[src/rtl/multicycle_control_if.sv]
// Connects the multicycle control unit to its datapath: decode fields and
// status flags go in, datapath strobes and mux selects come out.
interface multicycle_control_if;
    logic [6:0] op;
    logic [2:0] funct3;
    logic       funct7b5;
    logic       zero;
    logic       mem_ready;

    logic       pc_write;
    logic       adr_src;
    logic       mem_write;
    logic       ir_write;
    logic       reg_write;
    logic [1:0] result_src;
    logic [1:0] alu_src_a;
    logic [1:0] alu_src_b;
    logic [1:0] imm_src;
    logic [2:0] alu_control;
    logic       trap;
    logic [3:0] state;

    // Datapath side: supplies instruction fields and flags, consumes controls.
    modport master (
        output op, funct3, funct7b5, zero, mem_ready,
        input  pc_write, adr_src, mem_write, ir_write, reg_write,
        input  result_src, alu_src_a, alu_src_b, imm_src, alu_control, trap, state
    );

    // Control unit side.
    modport slave (
        input  op, funct3, funct7b5, zero, mem_ready,
        output pc_write, adr_src, mem_write, ir_write, reg_write,
        output result_src, alu_src_a, alu_src_b, imm_src, alu_control, trap, state
    );
endinterface

[src/rtl/multicycle_control.sv]
// Main FSM for a multicycle RV32I subset (lw/sw/R/I/jal/beq) with a sticky
// illegal-opcode trap; strobes are combinational from state and inputs.
module multicycle_control (
    input  logic                 clk,
    input  logic                 rst_n,
    multicycle_control_if.slave  bus
);

    typedef enum logic [3:0] {
        S_FETCH    = 4'd0,
        S_DECODE   = 4'd1,
        S_MEMADR   = 4'd2,
        S_MEMREAD  = 4'd3,
        S_MEMWB    = 4'd4,
        S_MEMWRITE = 4'd5,
        S_EXECR    = 4'd6,
        S_ALUWB    = 4'd7,
        S_EXECI    = 4'd8,
        S_JAL      = 4'd9,
        S_BEQ      = 4'd10,
        S_TRAP     = 4'd11
    } state_t;

    localparam logic [6:0] OP_LW   = 7'b0000011;
    localparam logic [6:0] OP_SW   = 7'b0100011;
    localparam logic [6:0] OP_R    = 7'b0110011;
    localparam logic [6:0] OP_I    = 7'b0010011;
    localparam logic [6:0] OP_BEQ  = 7'b1100011;
    localparam logic [6:0] OP_JAL  = 7'b1101111;

    state_t     state_q;
    state_t     state_d;

    logic       pc_update;
    logic       branch;
    logic       ir_write_c;
    logic       reg_write_c;
    logic       mem_write_c;
    logic       adr_src_c;
    logic [1:0] result_src_c;
    logic [1:0] alu_src_a_c;
    logic [1:0] alu_src_b_c;
    logic [1:0] alu_op;
    logic       trap_c;
    logic [2:0] alu_control_c;
    logic [1:0] imm_src_c;

    always_ff @(posedge clk or negedge rst_n) begin
        if (!rst_n) begin
            state_q <= S_FETCH;
        end else begin
            state_q <= state_d;
        end
    end

    always_comb begin
        state_d      = state_q;
        pc_update    = 1'b0;
        branch       = 1'b0;
        ir_write_c   = 1'b0;
        reg_write_c  = 1'b0;
        mem_write_c  = 1'b0;
        adr_src_c    = 1'b0;
        result_src_c = 2'b00;
        alu_src_a_c  = 2'b00;
        alu_src_b_c  = 2'b00;
        alu_op       = 2'b00;
        trap_c       = 1'b0;
        case (state_q)
            S_FETCH: begin
                alu_src_b_c  = 2'b10;
                result_src_c = 2'b10;
                ir_write_c   = bus.mem_ready;
                pc_update    = bus.mem_ready;
                if (bus.mem_ready) state_d = S_DECODE;
            end
            S_DECODE: begin
                alu_src_a_c = 2'b01;
                alu_src_b_c = 2'b01;
                case (bus.op)
                    OP_LW, OP_SW: state_d = S_MEMADR;
                    OP_R:         state_d = S_EXECR;
                    OP_I:         state_d = S_EXECI;
                    OP_BEQ:       state_d = S_BEQ;
                    OP_JAL:       state_d = S_JAL;
                    default:      state_d = S_TRAP;
                endcase
            end
            S_MEMADR: begin
                alu_src_a_c = 2'b10;
                alu_src_b_c = 2'b01;
                state_d     = (bus.op == OP_LW) ? S_MEMREAD : S_MEMWRITE;
            end
            S_MEMREAD: begin
                adr_src_c = 1'b1;
                if (bus.mem_ready) state_d = S_MEMWB;
            end
            S_MEMWB: begin
                result_src_c = 2'b01;
                reg_write_c  = 1'b1;
                state_d      = S_FETCH;
            end
            S_MEMWRITE: begin
                adr_src_c   = 1'b1;
                mem_write_c = 1'b1;
                if (bus.mem_ready) state_d = S_FETCH;
            end
            S_EXECR: begin
                alu_src_a_c = 2'b10;
                alu_op      = 2'b10;
                state_d     = S_ALUWB;
            end
            S_EXECI: begin
                alu_src_a_c = 2'b10;
                alu_src_b_c = 2'b01;
                alu_op      = 2'b10;
                state_d     = S_ALUWB;
            end
            S_ALUWB: begin
                reg_write_c = 1'b1;
                state_d     = S_FETCH;
            end
            S_JAL: begin
                alu_src_a_c = 2'b01;
                alu_src_b_c = 2'b10;
                pc_update   = 1'b1;
                state_d     = S_ALUWB;
            end
            S_BEQ: begin
                alu_src_a_c = 2'b10;
                alu_op      = 2'b01;
                branch      = 1'b1;
                state_d     = S_FETCH;
            end
            // TRAP and the unused codes 12-15 park here until reset.
            default: begin
                trap_c  = 1'b1;
                state_d = S_TRAP;
            end
        endcase
    end

    always_comb begin
        alu_control_c = 3'b000;
        case (alu_op)
            2'b01: alu_control_c = 3'b001;
            2'b10: begin
                case (bus.funct3)
                    3'b000:  alu_control_c = (bus.op[5] & bus.funct7b5) ? 3'b001 : 3'b000;
                    3'b010:  alu_control_c = 3'b101;
                    3'b110:  alu_control_c = 3'b011;
                    3'b111:  alu_control_c = 3'b010;
                    default: alu_control_c = 3'b000;
                endcase
            end
            default: alu_control_c = 3'b000;
        endcase
    end

    always_comb begin
        imm_src_c = 2'b00;
        case (bus.op)
            OP_SW:   imm_src_c = 2'b01;
            OP_BEQ:  imm_src_c = 2'b10;
            OP_JAL:  imm_src_c = 2'b11;
            default: imm_src_c = 2'b00;
        endcase
    end

    // State is already FETCH while rst_n is low, but FETCH raises ir/pc writes
    // on mem_ready, so every write strobe is also masked by rst_n directly.
    assign bus.pc_write    = rst_n & (pc_update | (branch & bus.zero));
    assign bus.ir_write    = rst_n & ir_write_c;
    assign bus.reg_write   = rst_n & reg_write_c;
    assign bus.mem_write   = rst_n & mem_write_c;
    assign bus.adr_src     = adr_src_c;
    assign bus.result_src  = result_src_c;
    assign bus.alu_src_a   = alu_src_a_c;
    assign bus.alu_src_b   = alu_src_b_c;
    assign bus.imm_src     = imm_src_c;
    assign bus.alu_control = alu_control_c;
    assign bus.trap        = trap_c;
    assign bus.state       = state_q;

endmodule

[src/flat_wrapper.sv]
// flat-port wrapper written by rule: the top's interface ports become plain ports
module multicycle_control_flat 
  (clk, rst_n, bus_op, bus_funct3, bus_funct7b5, bus_zero, bus_mem_ready, bus_pc_write, bus_adr_src, bus_mem_write, bus_ir_write, bus_reg_write, bus_result_src, bus_alu_src_a, bus_alu_src_b, bus_imm_src, bus_alu_control, bus_trap, bus_state);
  multicycle_control_if bus_i ();
  input  logic clk;
  input  logic rst_n;
  input wire logic [$bits(bus_i.op)-1:0] bus_op;
  input wire logic [$bits(bus_i.funct3)-1:0] bus_funct3;
  input wire logic [$bits(bus_i.funct7b5)-1:0] bus_funct7b5;
  input wire logic [$bits(bus_i.zero)-1:0] bus_zero;
  input wire logic [$bits(bus_i.mem_ready)-1:0] bus_mem_ready;
  output wire logic [$bits(bus_i.pc_write)-1:0] bus_pc_write;
  output wire logic [$bits(bus_i.adr_src)-1:0] bus_adr_src;
  output wire logic [$bits(bus_i.mem_write)-1:0] bus_mem_write;
  output wire logic [$bits(bus_i.ir_write)-1:0] bus_ir_write;
  output wire logic [$bits(bus_i.reg_write)-1:0] bus_reg_write;
  output wire logic [$bits(bus_i.result_src)-1:0] bus_result_src;
  output wire logic [$bits(bus_i.alu_src_a)-1:0] bus_alu_src_a;
  output wire logic [$bits(bus_i.alu_src_b)-1:0] bus_alu_src_b;
  output wire logic [$bits(bus_i.imm_src)-1:0] bus_imm_src;
  output wire logic [$bits(bus_i.alu_control)-1:0] bus_alu_control;
  output wire logic [$bits(bus_i.trap)-1:0] bus_trap;
  output wire logic [$bits(bus_i.state)-1:0] bus_state;
  assign bus_i.op = bus_op;
  assign bus_i.funct3 = bus_funct3;
  assign bus_i.funct7b5 = bus_funct7b5;
  assign bus_i.zero = bus_zero;
  assign bus_i.mem_ready = bus_mem_ready;
  assign bus_pc_write = bus_i.pc_write;
  assign bus_adr_src = bus_i.adr_src;
  assign bus_mem_write = bus_i.mem_write;
  assign bus_ir_write = bus_i.ir_write;
  assign bus_reg_write = bus_i.reg_write;
  assign bus_result_src = bus_i.result_src;
  assign bus_alu_src_a = bus_i.alu_src_a;
  assign bus_alu_src_b = bus_i.alu_src_b;
  assign bus_imm_src = bus_i.imm_src;
  assign bus_alu_control = bus_i.alu_control;
  assign bus_trap = bus_i.trap;
  assign bus_state = bus_i.state;
  multicycle_control u_core (.clk(clk), .rst_n(rst_n), .bus(bus_i));
endmodule
[config.mk]
export PLATFORM = sky130hd
export DESIGN_NAME = multicycle_control_flat
export DESIGN_NICKNAME = d
export VERILOG_FILES = /design/src/rtl/multicycle_control_if.sv /design/src/rtl/multicycle_control.sv /design/src/flat_wrapper.sv
export SDC_FILE = /design/constraint.sdc
export NUM_CORES = 1
export LEC_CHECK = 0
export CAP_MARGIN = 20
export CORE_MARGIN = 2
export CORE_UTILIZATION = 40
export DETAILED_ROUTE_END_ITERATION = 16
export GPL_TIMING_DRIVEN = 0
export PLACE_DENSITY = 0.79
export SYNTH_ARGS = -nofsm -noshare
export SYNTH_HDL_FRONTEND = slang
export SYNTH_SLANG_ARGS = --single-unit
[constraint.sdc]
create_clock -name clk -period 2.1 [get_ports clk]
set_input_delay 0.42 -clock clk [delete_from_list [all_inputs] [get_ports clk]]
set_output_delay 0.42 -clock clk [all_outputs]
set_load 0.05 [all_outputs]
==> qor.yml, run 1 <==
run_status:
  status: "complete, but fails checks"
  violations: "negative setup slack"
synth:
  ys_seq_area_share_pct: 13.3
  netlist_top_cells_count: "13 x nor2_1, 10 x nand2_1, 9 x nor3_1, 9 x o21ai_0, 7 x inv_1"
  synthFlopType: "dfrtp_1"
  synth_nets: 128
  synthCells: 111
  synth_cell_types: 39
  syn_area_um2: 753
  synth_edf_count: 0
  synth_top_area_cell: "dfrtp_1"
  synth_top_area_share_pct: 13.3
  ys_warn_count: 0
  ys_top_cells_by_area: "dfrtp_1 13%, nor2_1 6.5%, nor3_1 6.0%"
  synth-seq-cells: 4
  avgSynthCellArea_um2: 6.79
  async_flop_share_pct: 100
  yosysMostFrequentCell: "nor2_1"
global_routing:
  antenna_found_initial: 0
  grt_overflow: 0
  grt_max_degree: 11
  grt_pass1_wl_um: 4050
  grt.total_usage_pct: 25.9
  grt_pass1_vias: 957
finish:
  final_util_pct: 84.0
  multiInputGateArea_um2: 714
  drive_gt1_share_pct: 48.8
  fillCellCount: 111
  syn_to_final_growth_pct: 94.7
  nNetsFinal: 185
  design_area_mm2: 0.00147
  largest_reg_flops: 4
  regArea_um2: 105
  antenna_cells: 0
timing:
  grt_setup_unrepaired: "yes"
  tightest_slew_ns: 0.501
  period_minus_slack_ns: 2.30
  hold_violations: 0
  max-slew-margin-rel_pct: 66.5
  finalSetupViolations: 3
  clock.fmax_mhz: 435
  post-route-period-util_pct: 109
  slew_viol_final: 0
  finClkSkew_ns: 0.00535
  fin_ws_ns: -0.198
floorplanning:
  coreArea_mm2: 0.00175
  die-area_mm2: 0.00225
  die_height_um: 47.4
  start_util_pct: 43.2
  rows: 15
  pin_count: 36
  die_x_um: 47.4
setup_path:
  max_stage_delay_ns: 0.37
  crit_chain: "buf_8 > clkinv_8 > nor2_4 > nand2_2 > a21oi_4 > ha_4 > nand2_4 > nor4_4 > buf_6"
  cp_data_arrival_time_ns: 1.88
  crit_type: "flop to output port"
  rr_endpoint: "u_core.bus.state[2]"
  reg2reg_from: "u_core.bus.state[1]"
  startpoint_type: "flop"
  cp.depth: 9
  cp.buffers_inverters: 3
  required_ns: 1.68
  r2r_slack_ns: 0.45
  r2r_cells: 6
  critPathCaptureType: "output port"
  crit_family: "simple AND/OR/NAND/NOR gates"
  worstPathMaxFanout: 6
  slowest_stage: "dfrtp_2"
clock_network:
  cts_tree: "yes"
  root_buffer: "clkbuf_4"
  htree_levels: 1
  clockBufferDepth: 2
  clkLatencyLatePin_ns: 0.24
  cts_sinks: 4
  cts_hold_buf: 0
  clk_pin_slew_ns: 0.04
  cts_buffers: 3
route:
  viasPerCell: 5.64
  vias: 1078
  remaining_drc_errors: 0
  dr.pass1.iters: 4
  wl_um: 2850
  avgRoutedWirePerCell_um: 14.9
  postRouteAntennaNets: 0
  first_iter_violations: 27
job:
  maxCapViolations: 0
power_and_ir_drop:
  p_leak_nw: 0.609
  peakVddDrop_mv: 1.48
  p_sw_mw: 1.31
  p_int_uw: 953
  seq_power_share_pct: 8.7
  power_density_mw_per_mm2: 1540
  clockPowerShare_pct: 4.4
  pwr-share-comb_pct: 86.9
  sw_frac_of_total_pct: 57.9
min_path:
  hold_class: "input pin to asynchronous set/reset pin"
placed_design:
  port_buffers: 34
  place.gp.congestion: 0.831
  placed_cell_area_mm2: 0.00125
  dp_hpwl_um: 1870
## metrics by stage
stage	setup TNS [ns]	hold slack [ns]	power (mW)	setup slack, ns	instances
3_3_place_gp	-5.59	0.661	1.85	-0.716	170
2_1_floorplan	-1.04	0.124	1.43	-0.365	111
5_1_grt	-0.628	0.0526	2.40	-0.259	191
4_1_cts	-0.370	0.418	2.14	-0.199	184
3_5_place_dp	-5.84	0.654	1.86	-0.720	170
6_report	-0.436	0.0293	2.26	-0.198	191
## kinds of logic (layout without fill, tap and decap cells)
family,Yosys count,in the layout,share of synthesized area (%)
XOR/XNOR,2,2,2.33
buffers and inverters,16,71,13.3
AO/OA/AOI/OAI,31,31,29.7
adder cells (fa/ha/maj),2,2,3.32
flip-flops,4,4,13.3
AND/OR/NAND/NOR,56,56,38.0
## worst register-to-register path, stage by stage (launching register included)
cell and delay (ns):
dfrtp_2 0.46, buf_4 0.18, nor2b_1 0.21, nand3_1 0.13, nor3_1 0.25, nor2_1 0.08
o311ai_1 0.23
## layout make-up
class                   count  share of cell area (%)
well taps                  25                    2.13
inverters                   7                    2.82
repair buffers             54                    31.9
plain buffers               7                    5.72
flip-flops and latches      4                    7.17
clock buffers               3                    1.54
multi-input cells          91                    48.7
## how the worst max path moves through the flow
stage,start,end,slack [ns]
final,u_core.bus.state[2],bus_alu_control[2],-0.20
after global routing,u_core.bus.state[2],bus_alu_control[2],-0.26
after CTS,u_core.bus.state[2],bus_alu_control[2],-0.20
after detailed placement,u_core.bus.state[2],bus_alu_control[2],-0.72
after global placement,u_core.bus.state[2],bus_alu_control[2],-0.72
after floorplan,u_core.bus.state[1],bus_alu_control[2],-0.36
## power groups by stage
stage,clock network [mW],registers [mW],logic (mW)
finish,0.100,0.197,1.97
CTS,0.100,0.175,1.87
detailed placement,0,0.162,1.70
global placement,0,0.159,1.69
global route,0.106,0.202,2.09
floorplan,0,0.284,1.14
## cell usage in the layout, fill, tap and decap left out, types with 2 or more instances in the layout
cell type and instances:
nor3_2 3, inv_2 2, dlygate4sd2_1 3, buf_2 4
buf_8 2, o21ai_1 2, nor2_4 2, nand2_1 8
nor2b_1 2, dlymetal6s2s_1 3, nand3_1 5, clkbuf_4 5
o21ai_0 8, a211oi_2 2, clkbuf_2 4, nor3b_1 2
nor2_2 3, clkdlybuf4s50_1 11, nor3_1 6, xor2_1 2
inv_1 3, clkdlybuf4s15_2 2, dfrtp_2 4, buf_6 7
a21oi_1 3, nor2_1 8, a31oi_1 3, buf_4 21
and3_1 2, nor4_4 3
## layer usage
layer | track usage, % | part of all wire [%] | vias up
met5 | 0 | 0 | -
met4 | 10.0 | 0.88 | 0
met3 | 2.31 | 4.7 | 5
met2 | 46.8 | 54 | 43
met1 | 31.2 | 40 | 512
li1 | - | - | 518
## what timing repair did
action | in CTS | in global routing
endpoints found under the setup margin | 17 | 14
setup buffers | 12 | 8
pin swaps | 4 | 4
resized for setup | 95 | 26
No activity file was read; power rests on OpenSTA's default activity.
==> run 2: changes to the inputs <==
Settings changed: REMOVE_ABC_BUFFERS set to 1.
==> run 2 against run 1 <==
  * The run still ends with negative setup slack left
  * Routed wire length is 12% higher
  * Sequential power is 12% higher
  * Sequential share of layout area grew 1.1 points
  * Via count increased by 6.2%
  * Total power down 6.4%
  * Clock skew fell by 0.0047 ns
  * Count of clock-buffer cells in the layout is the same
  * Critical path type unchanged
  * Critical endpoint is now bus_alu_control[0]
==> qor.yml, run 2 (synthesized netlist as in run 1, its figures left out) <==
timing:
  holdWs_ns: 0.0499  # was 0.0293 ns
  period_minus_slack_ns: 2.44  # was 2.30 ns
  hold_violations: 0  # unchanged
  slew_viol_final: 0  # unchanged
  tns_ns: -0.768  # was -0.436 ns
  fin_ws_ns: -0.337  # was -0.198 ns
  grt_setup_unrepaired: "yes"  # unchanged
  max-slew-margin-rel_pct: 66.1  # was 66.5%
  finalSetupViolations: 4  # was 3
  finClkSkew_ns: 0.000644  # was 0.00535 ns
  clock.fmax_mhz: 410  # was 435 MHz
  tightest_slew_ns: 0.507  # was 0.501 ns
  post-route-period-util_pct: 116  # was 109%
finish:
  syn_to_final_growth_pct: 77.2  # was 94.7%
  multiInputGateArea_um2: 654  # was 714 um2
  largest_reg_flops: 4  # unchanged
  regArea_um2: 110  # was 105 um2
  nNetsFinal: 181  # was 185
  design_area_mm2: 0.00134  # was 0.00147 mm2
  antenna_cells: 0  # unchanged
  drive_gt1_share_pct: 41.4  # was 48.8%
  fillCellCount: 114  # was 111
  final_cell_mix: "21 x buf_4, 11 x nor2_1, 11 x clkdlybuf4s50_1"  # was 21 x buf_4, 11 x clkdlybuf4s50_1, 8 x nor2_1, 8 x nand2_1, 8 x o21ai_0
  final_common_cell: "buf_4"  # unchanged
run_status:
  violations: "negative setup slack"  # unchanged
  status: "complete, but fails checks"  # unchanged
setup_path:
  critPathCaptureType: "output port"  # unchanged
  crit_type: "flop to output port"  # unchanged
  worstPathMaxFanout: 7  # was 6
  crit_top_cell: "nor2_1"
  cp_data_arrival_time_ns: 2.02  # was 1.88 ns
  startpoint_type: "flop"  # unchanged
  crit_chain: "inv_4 > nor2_2 > nand2_1 > a21oi_4 > ha_4 > nor3b_2 > nor2_1 > nor2_1 > buf_6"  # was buf_8 > clkinv_8 > nor2_4 > nand2_2 > a21oi_4 > ha_4 > nand2_4 > nor4_4 > buf_6
  r2r_cells: 7  # was 6
  slowest_stage: "dfrtp_4"  # was dfrtp_2
  required_ns: 1.68  # about the same
  max_stage_delay_ns: 0.46  # was 0.37 ns
floorplanning:
  die_x_um: 47.4  # unchanged
  coreArea_mm2: 0.00175  # unchanged
  rows: 15  # unchanged
  pin_count: 36  # unchanged
  die-area_mm2: 0.00225  # unchanged
  start_util_pct: 43.2  # unchanged
  die_height_um: 47.4  # unchanged
power_and_ir_drop:
  p_leak_nw: 0.555  # was 0.609 nW
  pwr-share-comb_pct: 85.1  # was 86.9%
  sw_frac_of_total_pct: 60.1  # was 57.9%
  power_density_mw_per_mm2: 1590  # was 1540 mW/mm2
  power_mw: 2.12  # was 2.26 mW
  p_int_uw: 846  # was 953 uW
  peakVddDrop_mv: 0.802  # was 1.48 mV
  seq_power_share_pct: 10.4  # was 8.7%
  clockPowerShare_pct: 4.5  # was 4.4%
  p_sw_mw: 1.27  # was 1.31 mW
clock_network:
  clk_pin_slew_ns: 0.04  # about the same
  root_buffer: "clkbuf_4"  # unchanged
  clkLatencyLatePin_ns: 0.24  # about the same
  cts_buffers: 3  # unchanged
  cts_tree: "yes"  # unchanged
  cts_sinks: 4  # unchanged
  clockBufferDepth: 2  # unchanged
  htree_levels: 1  # unchanged
placed_design:
  place.gp.congestion: 0.778  # was 0.831
  port_buffers: 35  # was 34
  placed_cell_area_mm2: 0.00106  # was 0.00125 mm2
  dp_hpwl_um: 1540  # was 1870 um
  pre_cts_ws_ns: -1.19  # was -0.720 ns
route:
  wl_um: 3190  # was 2850 um
  viasPerCell: 6.12  # was 5.64
  dr.pass1.iters: 4  # unchanged
  first_iter_violations: 60  # was 27
  postRouteAntennaNets: 0  # unchanged
  avgRoutedWirePerCell_um: 17.0  # was 14.9 um
  vias: 1145  # was 1,078
  remaining_drc_errors: 0  # unchanged
job:
  maxCapViolations: 0  # unchanged
global_routing:
  grt_overflow: 0  # unchanged
  grt_pass1_vias: 986  # was 957
  grt.total_usage_pct: 27.2  # was 25.9%
  grt_pass1_wl_um: 4280  # was 4050 um
  grt_max_degree: 13  # was 11
  antenna_found_initial: 0  # unchanged
min_path:
  hold_class: "input pin to asynchronous set/reset pin"  # unchanged
[run 2: area by class of cell]
type                    instances  area share, %
clock buffers                   3           1.69
repair buffers                 57           36.6
inverters                       7           2.16
flip-flops and latches          4           8.25
multi-input cells              91           49.0
well taps                      25           2.34
[run 2: power by group through the flow]
stage	Sequential (mW)	Clock, mW	Combinational, mW
floorplan	0.396	0	0.757
global placement	0.318	0	1.22
detailed placement	0.321	0	1.23
CTS	0.222	0.0967	1.58
global route	0.225	0.105	1.88
finish	0.220	0.0963	1.80
[run 2: worst paths after layout]
kind / to / slack (ns) / startpoint
worst max-delay path: bus_alu_control[0] / -0.34 / u_core.bus.state[2]
max in group asynchronous: u_core.bus.state[0] / 1.79 / rst_n
worst min register to register: u_core.bus.state[1] / 0.70 / u_core.bus.state[1]
worst min-delay path: u_core.bus.state[2] / 0.05 / rst_n
min in group clk: u_core.bus.state[1] / 0.70 / u_core.bus.state[1]
worst max register to register: u_core.bus.state[2] / 0.28 / u_core.bus.state[2]
[run 2: stage by stage]
| step | std cells | utilization, % |
|---|---|---|
| 3_3_place_gp | 162 | 60.8 |
| 2_1_floorplan | 102 | - |
| 3_5_place_dp | 162 | 60.8 |
| 4_1_cts | 180 | 72.5 |
| 5_1_grt | 187 | 76.5 |
| 6_report | 187 | 76.5 |
[run 2: timing repair]
| item | CTS | global route |
|---|---|---|
| resized for setup | 100 | 32 |
| buffers inserted | 15 | 7 |
| pin swaps | 6 | 6 |
| endpoints found under the setup margin | 21 | 14 |
| hold buffers | 0 | 0 |
[run 2: critical path: cells and delay by family (launching register included)]
| family | cells | cell delay, ns |
|---|---|---|
| and+or+nand+nor | 5 | 0.67 |
| AOI/OAI and AO/OA | 1 | 0.23 |
| adders and majority gates | 1 | 0.17 |
| buffers and inverters | 2 | 0.24 |
| DFF | 1 | 0.46 |
[run 2: routing by layer]
| metal | global-route usage [%] | wire length (um) |
|---|---|---|
| met5 | 0 | 0 |
| met4 | 9.44 | 197 |
| met3 | 5.38 | 297 |
| met2 | 52.4 | 1550 |
| met1 | 28.6 | 1150 |
